===== config.mk =====
export PLATFORM = sky130hd
export DESIGN_NAME = truth_table_monitor_flat
export DESIGN_NICKNAME = d
export VERILOG_FILES = /design/src/rtl/tt_monitor_pkg.sv /design/src/rtl/truth_table_monitor_if.sv /design/src/rtl/truth_table_monitor_settle_counter.sv /design/src/rtl/truth_table_monitor.sv /design/src/flat_wrapper.sv
export SDC_FILE = /design/constraint.sdc
export NUM_CORES = 1
export LEC_CHECK = 0
export ABC_AREA = 0
export CORE_MARGIN = 2
export CORE_UTILIZATION = 35
export DETAILED_ROUTE_END_ITERATION = 8
export PLACE_DENSITY = 0.62
export SLEW_MARGIN = 25
export SYNTH_ARGS = -nofsm -noshare
export SYNTH_HDL_FRONTEND = slang
export SYNTH_SLANG_ARGS = --single-unit

===== constraint.sdc =====
create_clock -name clk -period 2.1 [get_ports clk]
set_input_delay 0.315 -clock clk [delete_from_list [all_inputs] [get_ports clk]]
set_output_delay 0.315 -clock clk [all_outputs]
set_load 0.05 [all_outputs]

===== src/rtl/tt_monitor_pkg.sv =====
// Shared types and constants for the truth-table monitor: FSM state encoding,
// golden 2-input truth tables (bit index {a,b}) and the saturating count helper.
package tt_monitor_pkg;

    localparam int unsigned CNT_W  = 8;
    localparam int unsigned FCNT_W = 8;

    localparam logic [3:0] TT_AND  = 4'b1000;
    localparam logic [3:0] TT_OR   = 4'b1110;
    localparam logic [3:0] TT_XOR  = 4'b0110;
    localparam logic [3:0] TT_NAND = 4'b0111;

    typedef enum logic [1:0] {
        IDLE   = 2'd0,
        SETTLE = 2'd1,
        CHECK  = 2'd2,
        HOLD   = 2'd3
    } state_t;

    typedef logic [1:0] vec_t;

    function automatic logic [FCNT_W-1:0] sat_inc(input logic [FCNT_W-1:0] v);
        return (v == '1) ? v : v + 1'b1;
    endfunction

endpackage


===== src/rtl/truth_table_monitor_if.sv =====
// Stimulus/result bundle between a monitor and whoever drives the gate under test.
interface truth_table_monitor_if;

    logic       enable;
    logic       clear;
    logic       a;
    logic       b;
    logic       y;
    logic [3:0] coverage;
    logic       done;
    logic       fail;
    logic [1:0] fail_index;
    logic [7:0] fail_count;
    logic       pass;

    modport master (
        output enable, clear, a, b, y,
        input  coverage, done, fail, fail_index, fail_count, pass
    );

    modport slave (
        input  enable, clear, a, b, y,
        output coverage, done, fail, fail_index, fail_count, pass
    );

endinterface


===== src/rtl/truth_table_monitor_settle_counter.sv =====
// Down-counter that gives the gate output time to settle; stops at zero.
module settle_counter
    import tt_monitor_pkg::*;
#(
    parameter int unsigned WIDTH = CNT_W
) (
    input  logic             clk,
    input  logic             rst_n,
    input  logic             load,
    input  logic [WIDTH-1:0] load_value,
    output logic             zero
);

    logic [WIDTH-1:0] count_q;

    always_ff @(posedge clk) begin
        if (!rst_n) begin
            count_q <= '0;
        end else if (load) begin
            count_q <= load_value;
        end else if (count_q != '0) begin
            count_q <= count_q - 1'b1;
        end
    end

    assign zero = (count_q == '0);

endmodule


===== src/rtl/truth_table_monitor.sv =====
// Checks a 2-input gate against a golden truth table, one settled vector at a
// time, accumulating coverage and sticky failure information.
module truth_table_monitor
    import tt_monitor_pkg::*;
#(
    parameter logic [3:0]  EXPECTED      = TT_XOR,
    parameter int unsigned SETTLE_CYCLES = 10
) (
    input  logic                 clk,
    input  logic                 rst_n,
    truth_table_monitor_if.slave mon
);

    localparam logic [CNT_W-1:0] SETTLE_LOAD = CNT_W'(SETTLE_CYCLES);

    state_t            state_q;
    state_t            state_d;
    vec_t              ab_q;
    vec_t              ab_now;
    logic              latch;
    logic              cnt_load;
    logic              cnt_zero;
    logic              check_en;
    logic [3:0]        coverage_q;
    logic              fail_q;
    vec_t              fail_index_q;
    logic [FCNT_W-1:0] fail_count_q;

    assign ab_now = {mon.a, mon.b};

    settle_counter #(
        .WIDTH (CNT_W)
    ) u_settle_counter (
        .clk        (clk),
        .rst_n      (rst_n),
        .load       (cnt_load),
        .load_value (SETTLE_LOAD),
        .zero       (cnt_zero)
    );

    always_ff @(posedge clk) begin
        if (!rst_n) begin
            state_q <= IDLE;
        end else begin
            state_q <= state_d;
        end
    end

    // clear outranks enable, and both outrank the compare, so a CHECK
    // coinciding with either records nothing.
    always_comb begin
        state_d  = state_q;
        latch    = 1'b0;
        cnt_load = 1'b0;
        check_en = 1'b0;
        if (mon.clear || !mon.enable) begin
            state_d = IDLE;
        end else begin
            unique case (state_q)
                IDLE: begin
                    latch    = 1'b1;
                    cnt_load = 1'b1;
                    state_d  = SETTLE;
                end
                SETTLE: begin
                    if (ab_now != ab_q) begin
                        latch    = 1'b1;
                        cnt_load = 1'b1;
                    end else if (cnt_zero) begin
                        state_d = CHECK;
                    end
                end
                CHECK: begin
                    check_en = 1'b1;
                    state_d  = HOLD;
                end
                HOLD: begin
                    if (ab_now != ab_q) begin
                        latch    = 1'b1;
                        cnt_load = 1'b1;
                        state_d  = SETTLE;
                    end
                end
                default: state_d = IDLE;
            endcase
        end
    end

    always_ff @(posedge clk) begin
        if (!rst_n) begin
            ab_q <= '0;
        end else if (latch) begin
            ab_q <= ab_now;
        end
    end

    always_ff @(posedge clk) begin
        if (!rst_n || mon.clear) begin
            coverage_q   <= '0;
            fail_q       <= 1'b0;
            fail_index_q <= '0;
            fail_count_q <= '0;
        end else if (check_en) begin
            coverage_q[ab_q] <= 1'b1;
            if (mon.y != EXPECTED[ab_q]) begin
                fail_q       <= 1'b1;
                fail_count_q <= sat_inc(fail_count_q);
                if (!fail_q) begin
                    fail_index_q <= ab_q;
                end
            end
        end
    end

    assign mon.coverage   = coverage_q;
    assign mon.done       = &coverage_q;
    assign mon.fail       = fail_q;
    assign mon.fail_index = fail_index_q;
    assign mon.fail_count = fail_count_q;
    assign mon.pass       = (&coverage_q) & ~fail_q;

endmodule

===== src/flat_wrapper.sv =====
// flat-port wrapper written by rule: the top's interface ports become plain ports
module truth_table_monitor_flat import tt_monitor_pkg::*;
#(
    parameter logic [3:0]  EXPECTED      = TT_XOR,
    parameter int unsigned SETTLE_CYCLES = 10
)
  (clk, rst_n, mon_enable, mon_clear, mon_a, mon_b, mon_y, mon_coverage, mon_done, mon_fail, mon_fail_index, mon_fail_count, mon_pass);
  truth_table_monitor_if mon_i ();
  input  logic clk;
  input  logic rst_n;
  input wire logic [$bits(mon_i.enable)-1:0] mon_enable;
  input wire logic [$bits(mon_i.clear)-1:0] mon_clear;
  input wire logic [$bits(mon_i.a)-1:0] mon_a;
  input wire logic [$bits(mon_i.b)-1:0] mon_b;
  input wire logic [$bits(mon_i.y)-1:0] mon_y;
  output wire logic [$bits(mon_i.coverage)-1:0] mon_coverage;
  output wire logic [$bits(mon_i.done)-1:0] mon_done;
  output wire logic [$bits(mon_i.fail)-1:0] mon_fail;
  output wire logic [$bits(mon_i.fail_index)-1:0] mon_fail_index;
  output wire logic [$bits(mon_i.fail_count)-1:0] mon_fail_count;
  output wire logic [$bits(mon_i.pass)-1:0] mon_pass;
  assign mon_i.enable = mon_enable;
  assign mon_i.clear = mon_clear;
  assign mon_i.a = mon_a;
  assign mon_i.b = mon_b;
  assign mon_i.y = mon_y;
  assign mon_coverage = mon_i.coverage;
  assign mon_done = mon_i.done;
  assign mon_fail = mon_i.fail;
  assign mon_fail_index = mon_i.fail_index;
  assign mon_fail_count = mon_i.fail_count;
  assign mon_pass = mon_i.pass;
  truth_table_monitor #(.EXPECTED(EXPECTED), .SETTLE_CYCLES(SETTLE_CYCLES)) u_core (.clk(clk), .rst_n(rst_n), .mon(mon_i));
endmodule

# --- After elaboration in Yosys (flattened, before gate mapping) ---
# Cells that the tools add are included.
classes:
  addsub: 2
  n_lt_le_gt_ge: 2
  eq_ne: 9
  muxes: 15
  n_bitwise: 5
  n_reduce_logical: 17
ops:
  columns: ["op", "count"]
  rows:
  - ["$reduce_and A3 Y1", 3]
  - ["$add A8 B1 Y8 const B", 1]
  - ["$eq A8 B8 Y1 const B", 1]
  - ["$logic_not A8 Y1", 1]
  - ["$mux W4", 2]
  - ["$pmux W2 S4", 1]
  - ["$reduce_bool A8 Y1", 1]
  - ["$sub A8 B1 Y8 const B", 1]
  - ["$mux W1", 6]
  - ["$mux W2", 3]
  - ["$reduce_or A2 Y1", 3]
  - ["$eq A2 B2 Y1 const B", 2]
  - ["$ne A2 B1 Y1 const B", 2]
  - ["$or A4 B4 Y4", 1]
  - ["$reduce_and A4 Y1", 1]
  - ["$lt A2 B3 Y1 const B", 1]
  - ["$not A1 Y1", 3]
  - ["$bmux W1 S2", 1]
  - ["$demux W1 S2", 1]
  - ["$eq A2 B1 Y1 const B", 1]
  - ["$ge A2 B1 Y1 const B", 1]
  - ["$logic_not A1 Y1", 2]
  - ["$logic_not A2 Y1", 1]
  - ["$logic_or A1 B1 Y1", 2]
  - ["8 further kinds", 8]
totals:
  register_bits: 27
  in_bits: 7
  out_inout_bits: 17

# --- Longest topological paths before layout ---
# Gate-level depths: netlist (run 1).
logic_depth:
  word_depth: 5
  depth_mapped: 6
  mapped_depth_nobuf: 6

# --- Cells and area by module ---
# A second synthesis (run 1) with hierarchy kept.
hier_totals:
  hier_cells: 163
  hier_area_um2: 1497.7
by_module_without_submodules:
  columns: ["mod", "n_inst", "cells_each", "area_each_um2", "seq_area_each_um2"]
  rows:
  - ["truth_table_monitor", 1, 112, 1039.7, 380.4]
  - ["settle_counter", 1, 51, 457.9, 160.2]

# --- Least setup slack after synthesis (run 1) ---
# Ideal clock, no wire load.
synth_timing:
  path_type: "flip-flop to output port"
  startpoint: "register u_core.coverage_q[1] (netlist: u_core.mon.coverage[1])"
  endpoint: "output mon_pass"
  arrival_time_ns: 2.011
  setup_slack_ns: -0.226
  stages_incl_launch_ff: 3
  path_buffers: 0
  cell_sequence: "dfxtp_1 -> and4_1 -> nor2b_1"
synth_between:
  elab_chain_len: 2
synth_lines:
  columns: ["element", "line_no", "text"]
  rows:
  - ["start, declared", "truth_table_monitor.sv:24", "logic [3:0] coverage_q;"]
  - ["start signal, assigned", "truth_table_monitor.sv:99", "coverage_q <= '0;"]
  - ["start signal, assigned by index", "truth_table_monitor.sv:104", "coverage_q[ab_q] <= 1'b1;"]
  - ["$reduce_and A4 Y1", null, null]
  - ["net mon_done", "flat_wrapper.sv:17", "output wire logic [$bits(mon_i.done)-1:0] mon_done;"]
  - ["$and A1 B1 Y1", "truth_table_monitor.sv:120", "assign mon.pass = (&coverage_q) & ~fail_q;"]
  - ["end, declared", "flat_wrapper.sv:21", "output wire logic [$bits(mon_i.pass)-1:0] mon_pass;"]
# The timed path passes the listed nets, and every way through them passes these cells.

# --- Worst setup path after layout (run 1) ---
layout_timing:
  startpoint: "register u_core.coverage_q[2] (netlist: u_core.mon.coverage[2])"
  endpoint: "output mon_done"
layout_between:
  elab_chain_len: 1
layout_lines:
  columns: ["element", "line_no", "text"]
  rows:
  - ["$reduce_and A4 Y1", "truth_table_monitor.sv:116", "assign mon.done = &coverage_q;"]
  - ["end, declared", "flat_wrapper.sv:17", null]
# Every way passes these cells.

==> summary.md, run 1 <==
| Metric | Value |
|---|---|
| Reg2Reg Launch Point | u_core.ab_q[0] |
| Number of antenna violations at the first check in global routing | 0 |
| Required time worst endpoint | 1780 ps |
| Flop and latch count out of synthesis | 27 |
| Number of clock buffers inserted by TritonCTS | 3 |
| Leading cell types in the layout, fill and taps excluded | sky130_fd_sc_hd__dfxtp_1, sky130_fd_sc_hd__clkdlybuf4s50_1, sky130_fd_sc_hd__nor2_1 |
| Clock-pin slew on the worst setup and hold paths | 100 ps |
| Unrepaired setup endpoints after global routing | no |
| Fraction of final layout cells sized beyond drive strength 1 | 9.91% |
| Net count, final | 231 |
| Met3 wire length | 126 um |
| Register area share after synthesis | 36.7% |
| Half-perimeter wire length of the detailed placement result | 2370 um |
| Slack of the worst reg-to-reg path | 180 ps |
| Antenna viol nets, final | 0 |
| CP Capture Type | output port |
| Chip height | 68.9 um |
| Number of global-route vias before repair | 1188 |
| Number of port buffers | 23 |
| Final global-route overflow total | 0 |
| Synthesized area per cell | 8.42 um^2 |
| Wire length of the first global-routing pass | 5240 um |
| Count of TritonRoute iterations in the first routing pass | 4 |
| Part of the cycle the worst path needs | 93.7% |
| Hold-critical path endpoint | u_core.mon.fail_index[1] |
| Placer congestion estimate | 0.831 |
| Overall die area | 4740 um^2 |
| CTS Hold Buffers Added | 0 |
| Clock Sinks | 27 |
| Static leakage | 0.000691 uW |
| Setup Viol. Count Final | 0 |
| WS Path Type | register to output port |
| H-tree depth | 1 |
| Max-Slew Margin vs Limit | 66.9% |
| Yosys Warn Count | 0 |
| Post-detailed-route via-to-cell ratio | 5.08 |
| Worst setup path startpoint | u_core.mon.coverage[2] |
| Cells along the critical path | and4_1 -> clkdlybuf4s50_1 |
| Global-route usage over all layers | 14.8% |
| Vias after detailed routing | 1332 |
| Post-synthesis instance total | 175 |
| Iter 0 DRT Violations | 90 |
| Clk_skew | 10.6 ps |
| Clock latency at the later pin of the worst-skew pair | 280 ps |
| Cell count after placement | 258 |
| Worst hold path stage count | 2 |
| Horizontal die dimension | 68.9 um |
| Synthesized cell area | 1470 um^2 |
| Top layer reached by signal wires | met4 |
| Count of flip-flops with a built-in enable after synthesis | 0 |
| DRC errors left | 0 |
| Run status | finished, final reports clean |
| Endpoint of the lowest-slack register-to-register path | u_core.mon.fail_count[5] |
| Number of fillers in the final layout | 412 |
| Most instantiated flip-flop cell in the synthesis netlist | sky130_fd_sc_hd__dfxtp_1 |
| Tightest Pin Transition | 496 ps |
| Final Max Tran Viols | 0 |
| Routed wire length | 3110 um |
| Number of cells on the worst reg-to-reg path | 6 |
| Crit path launch type | register |
| Average routed wire per standard cell | 11.9 um |
| Hold Path Origin | u_core.mon.fail_index[1] |
| Share of flip-flops with an asynchronous set or reset after synthesis | 0% |
| Arrival time worst endpoint | 1650 ps |
| Number of distinct library cells after synthesis | 38 |
| Effective utilization at floorplan | 36.6% |
| Final critical-path required period | 1970 ps |
| Worst path max stage delay | 800 ps |
| Root Buffer | sky130_fd_sc_hd__clkbuf_8 |
| Most common cell after layout, fill and taps aside | sky130_fd_sc_hd__dfxtp_1 |
| Signed area change from the synthesized netlist to the final layout | 29.7% |
| Worst hold slack | 481 ps |
| Area of the core | 4030 um^2 |
| Cell Count, Final, Fillers Out | 262 |
| TNS Setup | 0 ps |
| Top Ports | 24 |
| Power density normalized to cell area | 766 nW/um^2 |
| Final hold vios | 0 |
| Slowest CP cell | sky130_fd_sc_hd__clkdlybuf4s50_1 |
| Row cnt | 23 |
| Total met2 wirelength after detailed routing | 1350 um |
| Maximum clock insertion buffer count | 2 |
| Worst supply voltage drop on vdd | 0.744 mV |
| Routed metal-1 wire length | 1590 um |
| Path class of the lowest-slack min-delay path | register to register |
| Critical-path maximum fanout | 3 |
| Maximum number of pins on one net before global-route repair | 17 |
| Max Freq | 508 MHz |
| Diodes inserted | 0 |
| Number of maximum-capacitance violations | 0 |
| Total nets after synthesis | 193 |
| Clock tree from TritonCTS | done |
[synthesized netlist by cell type, types with 4 or more instances]
master,instances,area (um^2)
sky130_fd_sc_hd__a21oi_1,13,65.1
sky130_fd_sc_hd__nor2b_1,9,56.3
sky130_fd_sc_hd__nor2_1,18,67.6
sky130_fd_sc_hd__a31oi_1,7,43.8
sky130_fd_sc_hd__xnor2_1,6,52.6
sky130_fd_sc_hd__inv_1,10,37.5
sky130_fd_sc_hd__nand3_1,5,25.0
sky130_fd_sc_hd__ha_1,11,138
sky130_fd_sc_hd__xor2_1,4,35.0
sky130_fd_sc_hd__nand2_1,14,52.6
sky130_fd_sc_hd__dfxtp_1,27,541
sky130_fd_sc_hd__o21ai_0,6,30.0
sky130_fd_sc_hd__nor3_1,4,20.0
[how the worst max path moves through the flow]
| stage | end | slack [ps] | depth (start not counted) |
|---|---|---|---|
| after floorplan | u_core.mon.fail_count[5] | 50 | 6 |
| after global placement | u_core.mon.fail_count[5] | 70 | 5 |
| after detailed placement | u_core.mon.fail_count[5] | 50 | 5 |
| after CTS | u_core.mon.fail_count[5] | 90 | 6 |
| after global routing | mon_done | 50 | 2 |
| final | mon_done | 130 | 2 |
[power by group]
| part | leakage, uW | internal [uW] | switching [uW] |
|---|---|---|---|
| registers | 0.000219 | 589 | 69.5 |
| logic | 0.000450 | 242 | 255 |
| clock network | 0.0000217 | 135 | 173 |
| total | 0.000691 | 965 | 498 |
[state kept, by name, summed over array words and instances, names as in the netlist]
| register | flops |
|---|---|
| u_core.mon.fail | 1 |
| u_core.mon.coverage | 4 |
| u_core.u_settle_counter.count_q | 8 |
| u_core.state_q | 2 |
| u_core.ab_q | 2 |
| u_core.mon.fail_count | 8 |
| u_core.mon.fail_index | 2 |
[kinds of logic after synthesis]
group,count (synthesis),synth area share [%]
compound gates,36,15.0
xor+xnor,10,5.95
fa+ha+maj,11,9.35
buf+inv,12,3.31
flops,27,36.7
mux,2,1.44
simple gates,77,28.3
[metrics by stage]
step	area [um^2]	utilization [%]	total power (uW)	worst slack, ps
after detailed placement	1850	45.9	1160	50.5
after global placement	1850	45.9	1160	73.9
after global routing	1910	47.4	1590	46.9
after floorplan	1480	-	1050	51.1
after CTS	1900	47.1	1480	88.8
final	1910	47.4	1460	132
[per-layer routing]
| metal | vias up | global-route usage, % |
|---|---|---|
| met1 | 601 | 21.5 |
| met3 | 4 | 2.44 |
| li1 | 702 | - |
| met2 | 25 | 22.0 |
| met5 | - | 0 |
| met4 | 0 | 5.15 |
[layout make-up]
cell class              count  area, um^2  share of cell area (%)
flip-flops and latches     27         541                    28.3
multi-input cells         136         903                    47.3
clock buffers               3        41.3                    2.16
well taps                  50        62.6                    3.27
inverters                  10        37.5                    1.96
repair buffers             35         318                    16.6
clock inverters             1        7.51                   0.393
[worst max-delay path: cells and delay by family (launching register included)]
family / cells / cell delay, ps
buffers and inverters: 1 / 800
DFF: 1 / 370
and+or+nand+nor: 1 / 210
[what timing repair did]
| action | in CTS | in global routing |
|---|---|---|
| setup buffers | 0 | 0 |
| gates resized for setup | 0 | 1 |
| endpoints found under the setup margin | 0 | 1 |
Note: power is estimated with default switching activity, not from simulation.
==> inputs of run 2 (changes only) <==
--- a/config.mk
+++ b/config.mk
@@ -6,10 +6,13 @@
 export NUM_CORES = 1
 export LEC_CHECK = 0
 export ABC_AREA = 0
+export CAP_MARGIN = 30
 export CORE_MARGIN = 2
 export CORE_UTILIZATION = 35
 export DETAILED_ROUTE_END_ITERATION = 8
+export GPL_TIMING_DRIVEN = 0
 export PLACE_DENSITY = 0.62
+export SKIP_CTS_REPAIR_TIMING = 1
 export SLEW_MARGIN = 25
 export SYNTH_ARGS = -nofsm -noshare
 export SYNTH_HDL_FRONTEND = slang
==> run 2 against run 1 <==
Effect of this change: hold slack worse by 130 ps; core utilization is 1.1 points lower; final cell count is 4.2% lower; clock power hardly changed; critical path type is now register to register; largest cell class unchanged; highest routed layer unchanged.
==> summary.md, run 2 (same netlist as run 1, synthesis figures left out) <==
| Metric | Value |
|---|---|
| Met1 global-route usage | 19.6% |
| Slowest CP cell | sky130_fd_sc_hd__or4_4 |
| Path class of the lowest-slack min-delay path | input pin to register |
| Clock tree from TritonCTS | done |
| Horizontal die dimension | 68.9 um |
| Number of clock buffers inserted by TritonCTS | 3 |
| Final hold vios | 0 |
| Crit path launch type | register |
| Area of the core | 4030 um^2 |
| Fraction of final layout cells sized beyond drive strength 1 | 9.45% |
| Count of TritonRoute iterations in the first routing pass | 4 |
| Part of the cycle the worst path needs | 95.3% |
| Worst supply voltage drop on vdd | 0.430 mV |
| Root Buffer | sky130_fd_sc_hd__clkbuf_8 |
| Clock latency at the later pin of the worst-skew pair | 280 ps |
| Iter 0 DRT Violations | 70 |
| Chip height | 68.9 um |
| WS Path Type | register to register |
| Half-perimeter wire length of the detailed placement result | 2310 um |
| Final critical-path required period | 2000 ps |
| Final global-route overflow total | 0 |
| CP Capture Type | register |
| Tightest Pin Transition | 515 ps |
| Global-route usage over all layers | 14.5% |
| Routed wire length | 3150 um |
| Antenna viol nets, final | 0 |
| Row cnt | 23 |
| Setup Viol. Count Final | 0 |
| Effective utilization at floorplan | 36.6% |
| Global route hottest layer | met2 |
| Number of maximum-capacitance violations | 0 |
| Run status | finished, final reports clean |
| Max Freq | 500 MHz |
| Clock Sinks | 27 |
| Maximum clock insertion buffer count | 2 |
| GR met3 Demand/Resource | 2.27% |
| Number of port buffers | 22 |
| Clk_skew | 6.75 ps |
| M2 GR Usage | 22.5% |
| Cells along the critical path | inv_2 -> ha_4 -> xnor2_2 -> or3_4 -> or4_4 -> a21oi_2 |
| Number of antenna violations at the first check in global routing | 0 |
| Final Max Tran Viols | 0 |
| Post-detailed-route via-to-cell ratio | 5.23 |
| Required time worst endpoint | 2320 ps |
| Wire length of the first global-routing pass | 5200 um |
| Signed area change from the synthesized netlist to the final layout | 26.6% |
| Average routed wire per standard cell | 12.5 um |
| Worst path max stage delay | 520 ps |
| DRC errors left | 0 |
| Leading cell types in the layout, fill and taps excluded | sky130_fd_sc_hd__dfxtp_1, sky130_fd_sc_hd__clkdlybuf4s50_1, sky130_fd_sc_hd__nor2_1 |
| Arrival time worst endpoint | 2220 ps |
| Net count, final | 220 |
| Placer congestion estimate | 0.845 |
| Clock-pin slew on the worst setup and hold paths | 100 ps |
| Most common cell after layout, fill and taps aside | sky130_fd_sc_hd__dfxtp_1 |
| Critical-path maximum fanout | 5 |
| Number of global-route vias before repair | 1166 |
| Power density normalized to cell area | 783 nW/um^2 |
| Total Power Consumption | 1460 uW |
| Slack of the worst reg-to-reg path | 100 ps |
| Diodes inserted | 0 |
| Static leakage | 0.000660 uW |
| Max-Slew Margin vs Limit | 65.7% |
| H-tree depth | 1 |
| Top Ports | 24 |
| TNS Setup | 0 ps |
| Vias after detailed routing | 1312 |
| Overall die area | 4740 um^2 |
| Maximum number of pins on one net before global-route repair | 17 |
## run 2: cell types whose count changed in the layout (fill, tap and decap cells not counted), moves of 2 or more
| cell | change |
|---|---|
| sky130_fd_sc_hd__inv_1 | -2 |
| sky130_fd_sc_hd__dfxtp_4 | +2 |
| sky130_fd_sc_hd__dfxtp_2 | +2 |
| sky130_fd_sc_hd__inv_2 | +2 |
| sky130_fd_sc_hd__buf_4 | -12 |
| sky130_fd_sc_hd__dfxtp_1 | -4 |
## run 2: worst max-delay path, delay by kind of cell (launching register included)
family / cells / cell delay (ps)
DFF: 1 / 390
xor gates and xnor gates: 1 / 160
and+or+nand+nor: 2 / 940
AOI/OAI and AO/OA: 1 / 130
adders and majority gates: 1 / 250
buffers and inverters: 1 / 60
## run 2: layer usage
metal / vias to the layer above / share of wire, %
met5: - / 0
met4: 0 / 1.5
met3: 4 / 3.2
met2: 20 / 47
met1: 605 / 49
li1: 683 / -
## run 2: cell type report
type                            instances  area, um^2
Multi-Input combinational cell        136         931
Clock inverter                          1        7.51
Fill cell                             417        2160
Buffer                                  2        11.3
Inverter                               10        37.5
Sequential cell                        27         551
Clock buffer                            3        41.3
Timing Repair Buffer                   22         223
Tap cell                               50        62.6
## run 2: power by group
| part | switching, uW | leakage, uW | internal (uW) | total, uW |
|---|---|---|---|---|
| registers | 74.5 | 0.000222 | 588 | 663 |
| logic | 258 | 0.000416 | 232 | 491 |
| clock network | 172 | 0.0000217 | 135 | 307 |
## run 2: worst paths after layout
path	from	end	depth (start not counted)
min	mon_enable	u_core.mon.coverage[2]	3
max	u_core.ab_q[0]	u_core.mon.fail_count[5]	6
max reg2reg	u_core.ab_q[0]	u_core.mon.fail_count[5]	6
min reg2reg	u_core.mon.fail_index[0]	u_core.mon.fail_index[0]	2
## run 2: stage by stage
stage	hold slack (ps)	cells	util, %	instance area, um^2	worst slack (ps)
after floorplan	443	175	-	1480	51.1
after global placement	469	247	43.8	1760	-125
after detailed placement	470	247	43.8	1760	-117
after CTS	343	251	45.0	1810	-124
after global routing	359	251	46.3	1860	-13.3
final	354	251	46.3	1860	99.7
==> inputs of run 3 (changes only) <==
--- a/config.mk
+++ b/config.mk
@@ -11,7 +11,7 @@
 export CORE_UTILIZATION = 35
 export DETAILED_ROUTE_END_ITERATION = 8
 export GPL_TIMING_DRIVEN = 0
-export PLACE_DENSITY = 0.62
+export PLACE_DENSITY = 0.68
 export SKIP_CTS_REPAIR_TIMING = 1
 export SLEW_MARGIN = 25
 export SYNTH_ARGS = -nofsm -noshare
==> run 3 against run 2 <==
Effect of this change: sequential cell count stayed put; die area stayed put; global-route usage is 0.64 points lower; cell area is 1.2% lower; critical path depth stayed put; register-to-register slack worse by 20 ps; core utilization is 0.56 points lower; sequential share of layout area is 0.23 points higher; maximum frequency is 1.0% lower; critical endpoint unchanged; highest routed layer unchanged.
==> summary.md, run 3 (same netlist as run 1, synthesis figures left out) <==
| Metric | Value |
|---|---|
| Antenna viol nets, final | 0 |
| Post-detailed-route via-to-cell ratio | 4.94 |
| Clock tree from TritonCTS | done |
| Crit path launch type | register |
| Clock Sinks | 27 |
| Number of clock buffers inserted by TritonCTS | 3 |
| Most common cell after layout, fill and taps aside | sky130_fd_sc_hd__dfxtp_1 |
| Average routed wire per standard cell | 11.6 um |
| Number of maximum-capacitance violations | 0 |
| Number of port buffers | 22 |
| Effective utilization at floorplan | 36.6% |
| Required time worst endpoint | 2310 ps |
| Power density normalized to cell area | 778 nW/um^2 |
| Setup Viol. Count Final | 0 |
| Vias after detailed routing | 1241 |
| Root Buffer | sky130_fd_sc_hd__clkbuf_8 |
| Number of cells on the worst reg-to-reg path | 6 |
| Worst supply voltage drop on vdd | 0.296 mV |
| Clock latency at the later pin of the worst-skew pair | 270 ps |
| CP Capture Type | register |
| Routed wire length | 2920 um |
| Cell area after layout | 1840 um^2 |
| Fraction of final layout cells sized beyond drive strength 1 | 7.46% |
| WS Path Type | register to register |
| Unrepaired setup endpoints after global routing | no |
| Placer congestion estimate | 0.790 |
| Number of global-route vias before repair | 1129 |
| Net count, final | 220 |
| Max Freq | 495 MHz |
| Area of the core | 4030 um^2 |
| Global-route usage over all layers | 13.9% |
| Clk_skew | 3.38 ps |
| Overall die area | 4740 um^2 |
| Wire length of the first global-routing pass | 4990 um |
| Static leakage | 0.000659 uW |
| Final critical-path required period | 2020 ps |
| Arrival time worst endpoint | 2230 ps |
| Clock-pin slew on the worst setup and hold paths | 90 ps |
| Maximum clock insertion buffer count | 2 |
| Number of antenna violations at the first check in global routing | 0 |
| Horizontal die dimension | 68.9 um |
| Final global-route overflow total | 0 |
| Iter 0 DRT Violations | 68 |
| Diodes inserted | 0 |
| Half-perimeter wire length of the detailed placement result | 2240 um |
| Count of TritonRoute iterations in the first routing pass | 4 |
| Max-Slew Margin vs Limit | 63.1% |
| Leading cell types in the layout, fill and taps excluded | sky130_fd_sc_hd__dfxtp_1, sky130_fd_sc_hd__clkdlybuf4s50_1, sky130_fd_sc_hd__nor2_1 |
| Run status | finished, final reports clean |
| Maximum number of pins on one net before global-route repair | 16 |
| Chip height | 68.9 um |
| Critical-path maximum fanout | 5 |
| Final Max Tran Viols | 0 |
| DRC errors left | 0 |
| Standard cell area after detailed placement | 1760 um^2 |
| H-tree depth | 1 |
| Worst hold path stage count | 3 |
| Tightest Pin Transition | 545 ps |
| Path class of the lowest-slack min-delay path | input pin to register |
| Part of the cycle the worst path needs | 96.2% |
| TNS Setup | 0 ps |
| Row cnt | 23 |
| Final hold vios | 0 |
| Signed area change from the synthesized netlist to the final layout | 25.1% |
| Top Ports | 24 |
[run 3: critical path, cell delays in order, from the launching register on]
cell and delay (ps):
sky130_fd_sc_hd__dfxtp_4 370, sky130_fd_sc_hd__inv_1 140, sky130_fd_sc_hd__ha_4 240, sky130_fd_sc_hd__xnor2_2 160, sky130_fd_sc_hd__or3_4 400, sky130_fd_sc_hd__or4_1 500
sky130_fd_sc_hd__a21oi_1 140
[run 3: where the power goes]
part,switching [uW],leakage (uW),internal [uW]
sequential,71.5,0.000221,589
combinational,250,0.000413,230
clock,161,0.0000255,133
[run 3: final cells by class]
class	count	area (um^2)
fillers	416	2190
multi-input cells	136	913
flip-flops and latches	27	548
repair buffers	22	223
well taps	50	62.6
clock buffers	3	41.3
inverters	10	37.5
plain buffers	2	11.3
clock inverters	1	5.00
[run 3: worst paths after layout]
path,start,end,slack (ps)
hold reg to reg,u_core.mon.fail_index[1],u_core.mon.fail_index[1],480
hold / removal,mon_enable,u_core.mon.coverage[3],360
setup reg to reg,u_core.ab_q[0],u_core.mon.fail_count[5],80
setup / recovery,u_core.ab_q[0],u_core.mon.fail_count[5],80
[run 3: metrics by stage]
stage	std cells	hold WS, ps	utilization, %	total power, uW	setup WS, ps
floorplan	175	443	-	1050	51.1
global placement	247	466	43.8	1140	-119
detailed placement	247	468	43.8	1140	-117
CTS	251	351	44.9	1440	-108
global route	251	366	45.7	1570	2.64
finish	251	356	45.7	1430	79.0
[run 3: per-layer routing]
metal / vias to the layer above / track usage, % / share of wire (%)
li1: 676 / - / -
met1: 544 / 20.3 / 53
met2: 19 / 20.2 / 43
met3: 2 / 1.95 / 3.0
met4: 0 / 5.88 / 1.2
met5: - / 0 / 0
